## config.mk

```make
export PLATFORM = sky130hd
export DESIGN_NAME = mem_wb_stage
export DESIGN_NICKNAME = d
export VERILOG_FILES = /design/src/rtl/mem_wb_stage.sv
export SDC_FILE = /design/constraint.sdc
export NUM_CORES = 1
export LEC_CHECK = 0
export BUFFER_PORTS_ARGS = -buffer_cell sky130_fd_sc_hd__buf_4
export CORE_UTILIZATION = 40
export DETAILED_ROUTE_END_ITERATION = 8
export PLACE_DENSITY = 0.66
export SYNTH_ARGS = -nofsm -noshare
export SYNTH_HDL_FRONTEND = slang
export SYNTH_SLANG_ARGS = --single-unit
```

## constraint.sdc

```tcl
create_clock -name clk -period 2.7 [get_ports clk]
set_clock_uncertainty 0.05 [all_clocks]
set_input_delay 0.27 -clock clk [delete_from_list [all_inputs] [get_ports clk]]
set_output_delay 0.27 -clock clk [all_outputs]
set_load 0.02 [all_outputs]
```

## src/rtl/mem_wb_stage.sv

```systemverilog
// MEM/WB pipeline register: selects the write-back value, extracts big-endian
// sub-word loads, flags misaligned loads and counts retired instructions.
module mem_wb_stage #(
  parameter int DATA_W = 32,
  parameter int CNT_W  = 16
) (
  input  logic              clk,
  input  logic              reset,
  input  logic              in_valid,
  input  logic              in_reg_write,
  input  logic [4:0]        in_wr_reg,
  input  logic [1:0]        in_wb_sel,
  input  logic [DATA_W-1:0] in_alu_result,
  input  logic [DATA_W-1:0] in_mem_data,
  input  logic [DATA_W-1:0] in_pc_plus8,
  input  logic [1:0]        in_load_size,
  input  logic              in_load_unsigned,
  input  logic [1:0]        in_byte_off,
  input  logic              stall,
  input  logic              flush,
  output logic              RegWrite,
  output logic [4:0]        writeReg,
  output logic [DATA_W-1:0] writeData,
  output logic              wb_valid,
  output logic              misalign_err,
  output logic [CNT_W-1:0]  retired_cnt
);

  localparam logic [1:0] SEL_ALU  = 2'b00;
  localparam logic [1:0] SEL_LOAD = 2'b01;
  localparam logic [1:0] SEL_LINK = 2'b10;
  localparam logic [1:0] SIZE_HALF = 2'b01;
  localparam logic [1:0] SIZE_BYTE = 2'b10;

  logic              isWordLoad;
  logic              misaligned;
  logic [7:0]        loadByte;
  logic [15:0]       loadHalf;
  logic [DATA_W-1:0] loadValue;
  logic [DATA_W-1:0] captureData;
  logic              captureWrite;

  always_comb begin
    // The reserved size encoding behaves as a full word.
    isWordLoad = (in_load_size != SIZE_HALF) && (in_load_size != SIZE_BYTE);
    misaligned = in_valid && (in_wb_sel == SEL_LOAD) &&
                 (((in_load_size == SIZE_HALF) && in_byte_off[0]) ||
                  (isWordLoad && (in_byte_off != 2'b00)));

    case (in_byte_off)
      2'd0:    loadByte = in_mem_data[31:24];
      2'd1:    loadByte = in_mem_data[23:16];
      2'd2:    loadByte = in_mem_data[15:8];
      default: loadByte = in_mem_data[7:0];
    endcase
    loadHalf = in_byte_off[1] ? in_mem_data[15:0] : in_mem_data[31:16];

    case (in_load_size)
      SIZE_HALF: loadValue = in_load_unsigned ? {{(DATA_W-16){1'b0}}, loadHalf}
                                              : {{(DATA_W-16){loadHalf[15]}}, loadHalf};
      SIZE_BYTE: loadValue = in_load_unsigned ? {{(DATA_W-8){1'b0}}, loadByte}
                                              : {{(DATA_W-8){loadByte[7]}}, loadByte};
      default:   loadValue = in_mem_data;
    endcase

    case (in_wb_sel)
      SEL_ALU:  captureData = in_alu_result;
      SEL_LOAD: captureData = misaligned ? '0 : loadValue;
      SEL_LINK: captureData = in_pc_plus8;
      default:  captureData = '0;
    endcase

    captureWrite = in_valid && in_reg_write && (in_wr_reg != 5'd0) &&
                   !misaligned && (in_wb_sel != 2'b11);
  end

  always_ff @(posedge clk or negedge reset) begin
    if (!reset) begin
      RegWrite     <= 1'b0;
      writeReg     <= '0;
      writeData    <= '0;
      wb_valid     <= 1'b0;
      misalign_err <= 1'b0;
      retired_cnt  <= '0;
    end else if (flush) begin
      // Flush kills the instruction but leaves the retired count alone.
      RegWrite     <= 1'b0;
      writeReg     <= '0;
      writeData    <= '0;
      wb_valid     <= 1'b0;
      misalign_err <= 1'b0;
    end else if (stall) begin
      misalign_err <= 1'b0;
    end else begin
      RegWrite     <= captureWrite;
      writeReg     <= in_wr_reg;
      writeData    <= captureData;
      wb_valid     <= in_valid;
      misalign_err <= misaligned;
      if (in_valid)
        retired_cnt <= retired_cnt + {{(CNT_W-1){1'b0}}, 1'b1};
    end
  end

endmodule

```

==> qor.yml, run 1 <==
grt_pass1_vias: 3350
grt_usage_pct: 22.9
grt_setup_unrepaired: "false"
setup_viol: 0
power.density_mw_per_mm2: 428
post-place-cells: 625
clkLatencyLatePin_ps: 310
switching_power_uw: 713
cp_top_family: "compound AO/OA/AOI/OAI gates"
max_freq_ghz: 0.541
post_cts_resized: 0
cpPeakStageDelay_ps: 390
slowest_stage: "ha_1"
clockBufferDepth: 2
postLayoutCellArea_mm2: 0.00506
swShare_pct: 32.9
wl_per_cell_um: 17.5
ys_types: 44
dp_hpwl_um: 8300
cp-start-kind: "input port"
routed.top_layer: "met4"
crit_buf_inv: 2
ys_ff_latch: 56
placed_area_mm2: 0.00496
p_seq_share_pct: 44.8
finalNonFillerCells: 634
whs_ps: 148
slew_violations: 0
root_buffer: "clkbuf_8"
avgSynthCellArea_um2: 9.81
coreArea_mm2: 0.00876
crit_chain: "buf_4 > inv_1 > ha_1 > o211ai_1 > nand3b_4 > a21o_4 > o21ai_0"
yosysSeqAreaShare_pct: 38.5
synth-edff-count: 0
cp.required_ps: 2870
cts_buffers: 5
final_cell_mix: "buf_4, dfrtp_1, mux2i_1, nor2_1, a21oi_1"
antenna_found_initial: 0
final_common_cell: "buf_4"
hold_violations: 0
critPathKind: "in -> reg"
grt_pass1_wl_um: 17600
die_x_um: 97.4
setup_tns_ps: 0
cts_hold_buf: 1
pwr-share-clk_pct: 22.8
min_period_ps: 1850
arrival_ps: 2020
port_buffers: 169
endpoint_kind: "register"
design.die.area_mm2: 0.00949
rows: 34
status: "completed"
max_cap_viol_count: 0
irDropWorstVdd_mv: 0.228
power_mw: 2.17
wl_met3_um: 514
synth_flop_cell: "dfrtp_1"
drt_iter0_drc: 182
gp_congestion: 0.844
syn_nets: 488
viasPerCell: 5.45
grt_max_degree: 57
hp-class: "in -> reg"
fin_nets: 642
worstHoldStart: "in_wr_reg[1]"
ioPinCount: 170
ant_nets: 0
layout-drive-gt1-share_pct: 40.9
htree_levels: 2
routed_wl_um: 11100
vias: 3455
pre_cts_ws_ps: 520
antenna_cells: 0
async_flop_share_pct: 100
setup.worst_path.start: "in_load_size[0]"
start_util_pct: 41.5
clock_sinks: 56
p_leak_nw: 2.52
utilization_pct: 57.8
clkTransAtPathRegs_ps: 100
r2r-start: "retired_cnt[2]"
die_y_um: 97.4
netlist_area_mm2: 0.00364
relSlewSlack_pct: 25.9
post-route-period-util_pct: 68.4
drtPass1Iterations: 4
final.setup.worst_slack_ps: 852
p_int_mw: 1.45
ys_warn_count: 0
p_comb_share_pct: 32.4
worst_pin_slew_ps: 1110
met1_length_um: 5190
synthCells: 371
cts_tree: "done"
drc: 0
overflow: 0
dr_wl_met2_um: 5210
post-cts-setup-buffer-count: 0
area_growth_syn_to_layout_pct: 39.1
cp_max_fo: 17
synthesized netlist by cell type (2+ instances only):
cell,n,share of area (%)
a2111oi_0,7,1.7
a211oi_1,7,1.4
a21oi_1,37,5.1
buf_1,4,0.41
buf_2,7,0.96
buf_6,2,0.62
clkbuf_1,16,1.6
dfrtp_1,56,38
ha_1,3,1.0
inv_1,4,0.41
mux2_2,17,5.3
mux2i_1,53,15
nand2_1,20,2.1
nand3_1,8,1.1
nand4_1,2,0.34
nor2_1,42,4.3
nor2b_1,17,2.9
nor4_1,2,0.34
o21ai_0,3,0.41
o221ai_1,4,0.96
o221ai_2,9,3.7
o31ai_1,15,3.1
or3_1,2,0.34
xnor2_1,9,2.2
xor2_1,6,1.4
worst register-to-register path, cell delays in order, from the launching register on:
cell and delay (ps):
dfrtp_1 430, nand4bb_1 220, nor4_1 630, nand3_1 190, xnor2_1 150
power by group through the flow:
stage | sequential (mW) | clock, mW | combinational, mW
2_1_floorplan | 1.06 | 0 | 0.284
6_report | 0.970 | 0.494 | 0.702
3_5_place_dp | 0.986 | 0 | 0.703
5_1_grt | 0.980 | 0.532 | 0.755
3_3_place_gp | 0.985 | 0 | 0.690
4_1_cts | 0.969 | 0.507 | 0.706
final timing paths:
path                                    to  slack (ps)  cells past startpoint
setup / recovery             writeData[23]         850                      7
hold / removal                 writeReg[1]         150                      3
setup reg to reg           retired_cnt[13]         930                      4
hold reg to reg            retired_cnt[15]         430                      1
max in group asynchronous     writeData[5]        1620                      2
min in group asynchronous     writeData[6]         490                      2
logic make-up (layout without fill, tap and decap cells):
group	Yosys count	in the layout	synth area share, %
and+or+nand+nor	102	102	13.8
AOI/OAI and AO/OA	92	92	19.1
muxes	70	70	19.8
DFF	56	56	38.5
buffers and inverters	33	188	4.05
xor gates and xnor gates	15	15	3.61
adders and majority gates	3	3	1.03
area by class of cell:
cell class                 count  area, um2
multi-input combinational    282       2090
sequential                    56       1400
fill                         793       3700
tap                          108        135
inverter                       4       15.0
clock buffer                   7       86.3
timing repair buffer         176       1320
clock inverter                 1       7.51
registers in the layout, indices dropped and copies added (netlist names):
name	count
RegWrite	1
misalign_err	1
retired_cnt	16
wb_valid	1
writeData	32
writeReg	5
metal layers:
layer | vias up | GRT usage [%]
met3 | 10 | 2.95
met1 | 1666 | 33.0
li1 | 1664 | -
met5 | - | 0
met4 | 0 | 4.86
met2 | 115 | 36.8
(Power assumes the default switching activity.)
==> run 2: changes to the inputs <==
--- a/config.mk
+++ b/config.mk
@@ -5,6 +5,7 @@
 export SDC_FILE = /design/constraint.sdc
 export NUM_CORES = 1
 export LEC_CHECK = 0
+export ABC_AREA = 1
 export BUFFER_PORTS_ARGS = -buffer_cell sky130_fd_sc_hd__buf_4
 export CORE_UTILIZATION = 40
 export DETAILED_ROUTE_END_ITERATION = 8
==> constraint.sdc (replaced) <==
create_clock -name clk -period 1.56 [get_ports clk]
set_clock_uncertainty 0.05 [all_clocks]
set_input_delay 0.156 -clock clk [delete_from_list [all_inputs] [get_ports clk]]
set_output_delay 0.156 -clock clk [all_outputs]
set_load 0.02 [all_outputs]
==> run 2 against run 1 <==
  * Critical path type is now reg -> reg
  * Routed wire length is 31% higher
  * Global-route usage rose by 3.1 points
  * Register-to-register slack worse by 800 ps
  * Worst setup slack worse by 720 ps
  * Final cell count up 66%
  * Combinational power up 120%
  * Non-clock buffer count grew 25
  * Area after synthesis rose by 21%
  * Core utilization rose by 0.064 points
  * First-iteration DRC count grew 59%
  * Synthesized cell count grew 100%
==> qor.yml, run 2 <==
syn_nets: 862  # +77%
die_y_um: 107  # +9.6%
antenna_cells: 0  # unchanged
synth_most_common_cell: "nand2_1"
wl_per_cell_um: 13.8  # -21%
critPathKind: "reg -> reg"
fillerInstances: 1075  # +36%
clockBufferDepth: 2  # unchanged
slowest_stage: "dfrtp_1"
worstHoldStart: "in_wr_reg[3]"
max_freq_ghz: 0.699
endpoint: "retired_cnt[12]"
async_flop_share_pct: 100  # unchanged
grt_max_degree: 41  # -28%
max_cap_viol_count: 0  # unchanged
hp-class: "in -> reg"
cp-start-kind: "register"
synthCells: 745  # +100%
grt_usage_pct: 26.0  # +3.1 points
p_leak_nw: 3.67  # +46%
drtPass1Iterations: 5  # +1
synth_flop_cell: "dfrtp_1"
grt_setup_unrepaired: "false"
min_period_ps: 1430
ys_top_cells_by_area: "dfrtp_1, nand2_1, nand3_1, inv_1, nor2_1"
root_buffer: "clkbuf_8"
largest_reg_flops: 32  # unchanged
post-route-period-util_pct: 91.8
crit_chain: "ha_1 > nand2_1 > nor2_2 > nand2_1 > nor2_2 > nand2_1 > nand2_1 > nand2_1"
ys_ff_latch: 56  # unchanged
coreArea_mm2: 0.0105  # +19%
start_util_pct: 42.0  # +0.43 points
design.die.area_mm2: 0.0114  # +20%
drt_iter0_drc: 290  # +59%
fin_nets: 1032  # +61%
dp_hpwl_um: 11300  # +37%
clock_sinks: 56  # unchanged
arrival_ps: 1610  # -410 ps
largest-register: "writeData"
layout-drive-gt1-share_pct: 25.2  # -16 points
postLayoutCellArea_mm2: 0.00605  # +20%
synthTopCellsByCount: "nand2_1, inv_1, nand3_1, nor2_1, dfrtp_1"
r2r-start: "retired_cnt[0]"
slew_violations: 0  # unchanged
endpoint_kind: "register"
pre_cts_ws_ps: -52.4  # -573 ps
synth-edff-count: 0  # unchanged
setup_viol: 0  # unchanged
overflow: 0  # unchanged
r2r_end: "retired_cnt[12]"
antenna_found_initial: 0  # unchanged
clkTransAtPathRegs_ps: 120  # +20 ps
relSlewSlack_pct: 70.7  # +45 points
r2r_cells: 8  # +4
drc: 0  # unchanged
viasPerCell: 4.85  # -11%
irDropWorstVdd_mv: 0.626  # +170%
reg2reg_slack_ps: 130  # -800 ps
port_buffers: 169  # unchanged
yosysSeqAreaShare_pct: 31.9  # -6.6 points
cpPeakStageDelay_ps: 450  # +60 ps
clkLatencyLatePin_ps: 330  # +20 ps
status: "completed"
area_growth_syn_to_layout_pct: 37.8
hold_violations: 0  # unchanged
vias: 5102  # +48%
final_common_cell: "nand2_1"
synth_top_area_share_pct: 31.9  # -6.6 points
crit_top_cell: "nand2_1"
cts_buffers: 5  # unchanged
ant_nets: 0  # unchanged
avgSynthCellArea_um2: 5.89  # -40%
grt_pass1_wl_um: 23400  # +33%
worstHoldPathCells: 2  # -1
final_cell_mix: "nand2_1, buf_4, inv_1, nand3_1, nor2_1"
worst_pin_slew_ps: 434  # -673 ps
die_x_um: 107  # +9.6%
gp_congestion: 0.903  # +7.1%
grt_pass1_vias: 4873  # +45%
post-cts-setup-buffer-count: 0  # unchanged
cts_tree: "done"
ys_types: 31  # -30%
utilization_pct: 57.8  # +0.064 points
netlist_area_mm2: 0.00439  # +21%
rows: 37  # +8.8%
final.setup.worst_slack_ps: 129  # -723 ps
ys_warn_count: 0  # unchanged
setup.worst_path.start: "retired_cnt[0]"
routed_wl_um: 14500  # +31%
whs_ps: 35.4  # -113 ps
cp.required_ps: 1740  # -1130 ps
largestRegisters: "writeData x32, retired_cnt x16, writeReg x5"
cp_max_fo: 4  # -13
yosysTopAreaCell: "dfrtp_1"
ioPinCount: 170  # unchanged
htree_levels: 2  # unchanged
power.density_mw_per_mm2: 679  # +59%
placed_area_mm2: 0.00593  # +20%
[run 2: cell types whose count changed in the layout (fill, tap and decap cells not counted), moves of 17 or more]
cell     previous run  this run
nand2_1            20       324
inv_1               4        84
nand3_1             8        78
mux2i_1            53         0
nor2_1             42        75
buf_4             175       195
mux2_2             17         0
[run 2: report_power, final]
group	leakage [nW]	total [mW]	switching [mW]	internal (mW)
registers	0.752	1.69	0.122	1.57
clock network	0.0463	0.895	0.563	0.332
logic	2.87	1.52	0.855	0.668
total	3.67	4.11	1.54	2.57
[run 2: logic make-up after synthesis]
kind of cell / after synthesis / share of synthesized area [%]
adders and majority gates: 3 / 0.855
AOI/OAI and AO/OA: 43 / 5.16
DFF: 56 / 31.9
and+or+nand+nor: 506 / 47.9
buffers and inverters: 126 / 12.0
xor gates and xnor gates: 11 / 2.19
[run 2: stage by stage]
stage / power (mW) / cells / TNS (ps)
final: 4.11 / 1052 / 0
after CTS: 4.14 / 1052 / 0
after detailed placement: 3.23 / 1043 / -261
after floorplan: 2.49 / 745 / 0
after global routing: 4.38 / 1052 / 0
after global placement: 3.21 / 1043 / -126
[run 2: critical path: cells and delay by family, from the launching register on]
kind | cells | cell delay, ps
adder cells (fa/ha/maj) | 1 | 190
flip-flops | 1 | 450
AND/OR/NAND/NOR | 7 | 660
[run 2: layout make-up]
type                            instances  area [um2]  share of cell area (%)
Clock inverter                          3        27.5                   0.455
Clock buffer                            5        68.8                    1.14
Sequential cell                        56        1400                    23.2
Timing Repair Buffer                  201        1570                    26.0
Multi-Input combinational cell        563        2480                    41.0
Inverter                               88         330                    5.46
Tap cell                              136         170                    2.81
[run 2: how the worst min path moves through the flow]
stage / to / slack [ps]
3_5_place_dp: retired_cnt[4] / 60
4_1_cts: writeReg[3] / 30
6_report: writeReg[3] / 40
3_3_place_gp: retired_cnt[6] / 50
2_1_floorplan: RegWrite / -190
5_1_grt: writeReg[2] / 30
[run 2: timing repair]
item	4_1_cts	5_1_grt
endpoints found under the hold margin	27	0
endpoints found under the setup margin	0	5
resized for setup	0	3
hold buffers	1	0
[run 2: routing by layer]
layer	GRT usage, %	share of wire [%]	up-vias	routed length [um]
met5	0	0	-	0
met4	8.51	2.5	0	359
met3	3.95	5.9	23	862
met2	46.2	47	200	6860
met1	32.1	44	2272	6430
li1	-	-	2607	-
